**src/rtl/mux_selftest_sequencer.sv**
```systemverilog
// Self-test sequencer for a 2:1 select stage y = b ? s0 : s1.
// Walks {s1,s0,b} through all 8 vectors, samples y_in and tallies mismatches.
module mux_selftest_sequencer #(
  parameter int HOLD_CYCLES = 4,
  parameter int CNT_W       = 8
) (
  input  logic       clk,
  input  logic       rst_n,
  input  logic       start,
  input  logic       abort,
  input  logic       y_in,
  output logic       s0,
  output logic       s1,
  output logic       b,
  output logic       busy,
  output logic       done,
  output logic       pass,
  output logic [3:0] err_count,
  output logic [2:0] first_fail
);

  typedef enum logic [1:0] {
    ST_IDLE,
    ST_DRIVE,
    ST_DONE
  } state_t;

  localparam logic [CNT_W-1:0] HOLD_LD = CNT_W'(HOLD_CYCLES);

  state_t           state_q, state_d;
  logic [2:0]       idx_q, idx_d;
  logic [2:0]       vec_q, vec_d;
  logic [CNT_W-1:0] cnt_q, cnt_d;
  logic             busy_q, busy_d;
  logic             done_q, done_d;
  logic             pass_q, pass_d;
  logic [3:0]       err_q, err_d;
  logic [2:0]       ff_q, ff_d;
  logic             expected;

  always_ff @(posedge clk or negedge rst_n) begin
    if (!rst_n) begin
      state_q <= ST_IDLE;
      idx_q   <= '0;
      vec_q   <= '0;
      cnt_q   <= '0;
      busy_q  <= 1'b0;
      done_q  <= 1'b0;
      pass_q  <= 1'b0;
      err_q   <= '0;
      ff_q    <= '0;
    end else begin
      state_q <= state_d;
      idx_q   <= idx_d;
      vec_q   <= vec_d;
      cnt_q   <= cnt_d;
      busy_q  <= busy_d;
      done_q  <= done_d;
      pass_q  <= pass_d;
      err_q   <= err_d;
      ff_q    <= ff_d;
    end
  end

  // idx maps to {s1,s0,b}, so the golden value is b ? s0 : s1
  assign expected = idx_q[0] ? idx_q[1] : idx_q[2];

  always_comb begin
    state_d = state_q;
    idx_d   = idx_q;
    vec_d   = vec_q;
    cnt_d   = cnt_q;
    busy_d  = busy_q;
    done_d  = 1'b0;
    pass_d  = pass_q;
    err_d   = err_q;
    ff_d    = ff_q;

    case (state_q)
      ST_IDLE, ST_DONE: begin
        if (abort) begin
          pass_d = 1'b0;
        end else if (start) begin
          state_d = ST_DRIVE;
          idx_d   = '0;
          vec_d   = '0;
          cnt_d   = HOLD_LD;
          busy_d  = 1'b1;
          pass_d  = 1'b0;
          err_d   = '0;
          ff_d    = '0;
        end
      end

      ST_DRIVE: begin
        // abort discards any sample that coincides with it
        if (abort) begin
          state_d = ST_IDLE;
          idx_d   = '0;
          vec_d   = '0;
          cnt_d   = '0;
          busy_d  = 1'b0;
          pass_d  = 1'b0;
        end else if (cnt_q == CNT_W'(1)) begin
          if (y_in != expected) begin
            err_d = err_q + 4'd1;
            if (err_q == 4'd0) begin
              ff_d = idx_q;
            end
          end
          if (idx_q == 3'd7) begin
            state_d = ST_DONE;
            idx_d   = '0;
            vec_d   = '0;
            cnt_d   = '0;
            busy_d  = 1'b0;
            done_d  = 1'b1;
            pass_d  = (err_d == 4'd0);
          end else begin
            idx_d = idx_q + 3'd1;
            vec_d = idx_q + 3'd1;
            cnt_d = HOLD_LD;
          end
        end else begin
          cnt_d = cnt_q - CNT_W'(1);
        end
      end

      default: begin
        state_d = ST_IDLE;
      end
    endcase
  end

  assign {s1, s0, b}  = vec_q;
  assign busy         = busy_q;
  assign done         = done_q;
  assign pass         = pass_q;
  assign err_count    = err_q;
  assign first_fail   = ff_q;

endmodule

```
**config.mk**
```make
export PLATFORM = sky130hd
export DESIGN_NAME = mux_selftest_sequencer
export DESIGN_NICKNAME = d
export VERILOG_FILES = /design/src/rtl/mux_selftest_sequencer.sv
export SDC_FILE = /design/constraint.sdc
export NUM_CORES = 1
export LEC_CHECK = 0
export ABC_AREA = 1
export CAP_MARGIN = 15
export CORE_MARGIN = 1
export CORE_UTILIZATION = 48
export DETAILED_ROUTE_END_ITERATION = 10
export GPL_ROUTABILITY_DRIVEN = 0
export HOLD_SLACK_MARGIN = 0.05
export MAX_ROUTING_LAYER = met4
export PLACE_DENSITY = 0.74
export SLEW_MARGIN = 10
export SYNTH_ARGS = -nofsm -noshare
export SYNTH_HDL_FRONTEND = slang
export SYNTH_SLANG_ARGS = --single-unit
```
**constraint.sdc**
```tcl
create_clock -name clk -period 1.32 [get_ports clk]
set_input_delay 0.33 -clock clk [delete_from_list [all_inputs] [get_ports clk]]
set_output_delay 0.33 -clock clk [all_outputs]
set_load 0.05 [all_outputs]
```
# Word level (Yosys, flattened, before mapping)
# Index checks and enable logic that the tools add are counted.
[word_totals]
register_bits = 23
in_bits = 5
output_inout_bits = 13
[op_classes]
addsub = 3
n_eq_ne = 14
mux = 49
reduce_logical = 12
[ops]
columns = ["operator", "count"]
rows = [
  ["$mux 4", 8],
  ["$mux 8", 4],
  ["$mux 3", 10],
  ["$pmux 8 s2", 1],
  ["$mux 1", 15],
  ["$ne 2x2->1 const B", 6],
  ["$pmux 3 s2", 2],
  ["$reduce_and 4->1", 3],
  ["$mux 2", 5],
  ["$reduce_and 5->1", 2],
  ["$ne 3x3->1 const B", 3],
  ["$eq 8x1->1 const B", 1],
  ["$logic_not 4->1", 2],
  ["$pmux 4 s2", 1],
  ["$sub 8x1->8 const B", 1],
  ["$reduce_and 7->1", 1],
  ["$add 4x1->4 const B", 1],
  ["$pmux 1 s2", 2],
  ["$pmux 2 s2", 1],
  ["$add 3x1->3 const B", 1],
  ["$eq 3x3->1 const B", 1],
  ["$reduce_and 3->1", 1],
  ["$eq 2x1->1 const B", 1],
  ["$eq 2x2->1 const B", 1],
  ["4 further kinds", 4],
]

# Logic depth before layout (Yosys ltp)
# Gate-level depths: netlist of the first run.
[logic_depth]
word_depth = 11
mapped_depth = 9

# Worst setup path before layout of the first run
# OpenSTA, ideal clock, no wires.
[synth_path]
path_kind = "register -> register"
start = "register vec_q[0] (netlist name)"
end = "register state_q[1]"
setup_ns = 0.129
arrival_time_ns = 1.461
slack_ns = -0.270
stages_incl_launch_ff = 8
period_less_slack_ns = 1.590
path_cell_list = "dfrtp_1 ha_1 ha_1 inv_1 nand2_1 nand2_1 o21ai_0 o21ai_0"
[synth_rtl]
columns = ["item", "line_no", "source"]
rows = [
  ["end signal: assignment", "53", "state_q <= state_d;"],
  ["end: declaration", "30", "state_t state_q, state_d;"],
]

# Final worst setup path of the first run
[layout_path]
start = "register cnt_q[3]"
end = "register vec_q[0]"
[layout_via]
elab_chain_len = 3
[layout_rtl]
columns = ["item", "line_no", "source"]
rows = [
  ["start: declaration", "33", "logic [CNT_W-1:0] cnt_q, cnt_d;"],
  ["start signal: assignment", "56", "cnt_q <= cnt_d;"],
  ["$eq 8x1->1", "104", "end else if (cnt_q == CNT_W'(1)) begin"],
  ["$ne 3x3->1 (no line)", "n/a", ""],
  ["$reduce_and 4->1 (no line)", "n/a", ""],
  ["end signal: assignment", "55", "vec_q <= vec_d;"],
  ["end: declaration", "32", "logic [2:0] vec_q, vec_d;"],
]
# Every way passes these cells.
# A chain may end at the register's enable or synchronous reset.

==> impl_metrics.py, run 1 <==
metrics = {
    "outcome": {
        "status": "finished with violations",
        "violations": "setup timing",
    },
    "placement": {
        "hpwl_mm": 2.567,
        "dpl_worst_slack_ns": -0.4212,
        "port_buffers": 17,
    },
    "yosys": {
        "ys_types": 25,
        "synth_fp_nets": 177,
        "ys_warn_count": 0,
        "netlist.area_leader.share_pct": 42.63,
        "avgSynthCellArea_um2": 8.133,
        "synth_largest_area_cell": "dfrtp_1",
        "syn_area_um2": 1350,
        "ys_ff_latch": 23,
        "seq_area_frac_synth_pct": 42.63,
        "synth_area_leaders": "dfrtp_1 (43%), nand2_1 (10%), nand3_1 (7.0%)",
        "synthesis.instances": 166,
    },
    "clock_tree": {
        "cts_tree": "done",
        "cts.path.max_buffers": 2,
        "cts.sinks": 23,
        "htree_num_levels": 1,
        "cts_root_buf": "clkbuf_4",
        "cts_made_buffers": 3,
        "clk_pin_slew_ns": 0.13,
        "worstSkewPairLatency_ns": 0.32,
        "holdBufCountCts": 0,
    },
    "cells_and_area": {
        "fillers": 124,
        "regArea_um2": 585.6,
        "final_util_pct": 88.40,
        "area_growth_pct": 68.12,
        "multi_input_area_um2": 882.1,
        "diodes": 0,
        "drive_gt1_share_pct": 51.97,
        "final_nets": 241,
    },
    "setup_path": {
        "r2r_start": "cnt_q[3]$_DFFE_PN0P_",
        "cp_top_family": "simple AND/OR/NAND/NOR gates",
        "crit_buf_inv": 1,
        "crit_fanout": 7,
        "crit_path_frequent_cell": "nor2_4",
        "required_ns": 1.57,
        "arrival_ns": 1.72,
        "slowest_stage": "dfrtp_1",
        "critical_path_class": "reg2reg",
        "critical_path.cell_chain": "nor2_2, nand2_2, nor2_4, buf_6, nor2_4, nor2_4, nand4_1, o21ai_1",
        "critPathCaptureType": "flip-flop",
        "worst_r2r_path_depth": 8,
        "cp_slowest_stage_delay_ns": 0.42,
        "worstReg2RegEnd": "vec_q[0]$_DFFE_PN0P_",
        "rrSetupSlack_ns": -0.15,
        "cp-start-kind": "flip-flop",
    },
    "floorplanning": {
        "die_area_um2": 3029,
        "num_rows": 18,
        "die_x_um": 55.04,
        "ios": 18,
        "start_util_pct": 52.58,
        "core-area_um2": 2567,
        "die_y_um": 55.04,
    },
    "timing": {
        "timing.final.ws_setup_ns": -0.1529,
        "finalSetupViolations": 26,
        "final-hold-violation-count": 0,
        "rsz0062_at_grt": "true",
        "tightest_slew_ns": 0.2117,
        "finalClockSkew_ns": 0.009013,
        "maxSlewViolCount": 0,
        "finalCritPeriodShare_pct": 111.6,
        "post-route-min-period_ns": 1.473,
        "fmax_mhz": 678.9,
        "max_slew_margin_pct": 85.89,
    },
    "flow_run": {
        "drv_cap": 0,
    },
    "detailed_routing": {
        "firstDrtPassIters": 4,
        "viasPerCell": 5.286,
        "ant_nets": 0,
        "vias": 1369,
        "drtIter0Drc": 34,
        "avgRoutedWirePerCell_um": 14.64,
        "finalWirelength_mm": 3.792,
        "drc": 0,
    },
    "global_routing": {
        "antenna_found_initial": 0,
        "grt_pass1_wl_mm": 5.713,
        "overflow": 0,
        "grt_pass1_vias": 1320,
        "grt_usage_pct": 28.06,
        "grt_start_max_net_pins": 24,
    },
    "pwr": {
        "worst_ir_drop_vdd_mv": 2.013,
        "leakagePower_uw": 0.001061,
        "pwr_density_cell_nw_per_um2": 1916,
        "total_power_uw": 4349,
    },
    "worst_hold_path": {
        "worstHoldPathType": "in2async",
    },
}
==> metal layers <==
layer	wire length, µm	GRT usage [%]	up-vias
met5	0	-	-
met4	60	9.583	0
met3	104	1.639	7
met2	1993	50.80	31
met1	1634	32.77	657
li1	-	-	674
==> state kept, by name (all words and copies together) (netlist names) <==
register	cells
cnt_q	8
err_count	4
pass	1
vec_q	3
done	1
first_fail	3
state_q	2
busy	1
==> repair_timing <==
action	4_1_cts	5_1_grt
pin swaps	9	11
buffers inserted	7	2
resized for setup	26	21
setup endpoints to repair	24	28
==> synth_stat cells <==
cell     count
xnor2_1      1
o21ai_2      1
and3_1       2
a21oi_4      1
dfrtp_1     23
o22ai_1      1
nand2_2      3
xor2_1       4
nand3_1     19
nor2_4       2
nand4_1      4
a22oi_1      1
nor2_2       2
inv_1       15
ha_1         6
nor2_1      18
nor2_8       1
a21oi_1      4
nor3_1       3
nand2_4      2
nand2_1     36
inv_4        1
nand3_2      2
o21ai_0     12
inv_2        2
==> kinds of logic after synthesis <==
group | after synthesis | share of synthesized area, %
xor+xnor | 5 | 3.244
flops | 23 | 42.63
compound gates | 20 | 8.806
simple gates | 94 | 34.57
fa+ha+maj | 6 | 5.561
buf+inv | 18 | 5.190
==> stage by stage <==
stage          area, µm²  setup TNS (ns)  hold slack [ns]  std cells
6_report            2270          -2.440           0.3352        259
5_1_grt             2270          -4.225           0.3532        259
4_1_cts             2177          -1.167           0.3452        257
3_5_place_dp        2023          -6.765           0.5296        246
3_3_place_gp        2023          -5.850           0.5170        246
2_1_floorplan       1425        -0.09962          0.03441        166
==> cell usage in the layout, fill, tap and decap left out, types with 5 or more instances in the layout <==
cell type and n:
nor2_2 5, buf_12 14, nor2_1 13, o21ai_1 6, nand2_1 29, nand3_1 15
nand2_2 9, dfrtp_1 15, inv_2 7, buf_4 32, dfrtp_2 8, buf_6 9
inv_1 8
==> report_power, final <==
part | internal [µW] | switching, µW | leakage (µW)
logic | 1380 | 1560 | 0.000750
registers | 875 | 187 | 0.000296
clock network | 119 | 224 | 0.0000150
==> area by class of cell <==
type / instances / share of cell area (%)
well taps: 30 / 1.654
repair buffers: 59 / 29.22
clock buffers: 4 / 1.158
multi-input cells: 125 / 38.86
inverters: 18 / 3.308
flip-flops and latches: 23 / 25.80
==> worst max-delay path by stage <==
stage,end,startpoint,cells after the start
after floorplan,first_fail[0]$_DFFE_PN0P_,vec_q[0]$_DFFE_PN0P_,9
after global placement,vec_q[0]$_DFFE_PN0P_,abort,8
after detailed placement,vec_q[0]$_DFFE_PN0P_,abort,8
after CTS,cnt_q[5]$_DFFE_PN0P_,cnt_q[1]$_DFFE_PN0P_,9
after global routing,vec_q[0]$_DFFE_PN0P_,cnt_q[3]$_DFFE_PN0P_,8
final,vec_q[0]$_DFFE_PN0P_,cnt_q[3]$_DFFE_PN0P_,8
(Power assumes the default switching activity.)
==> inputs of run 2 (changes only) <==
--- a/config.mk
+++ b/config.mk
@@ -18,3 +18,4 @@
 export SYNTH_ARGS = -nofsm -noshare
 export SYNTH_HDL_FRONTEND = slang
 export SYNTH_SLANG_ARGS = --single-unit
+export TNS_END_PERCENT = 100
==> results of run 2 <==
The final DEF is identical to that of run 1; final timing and power are the same.
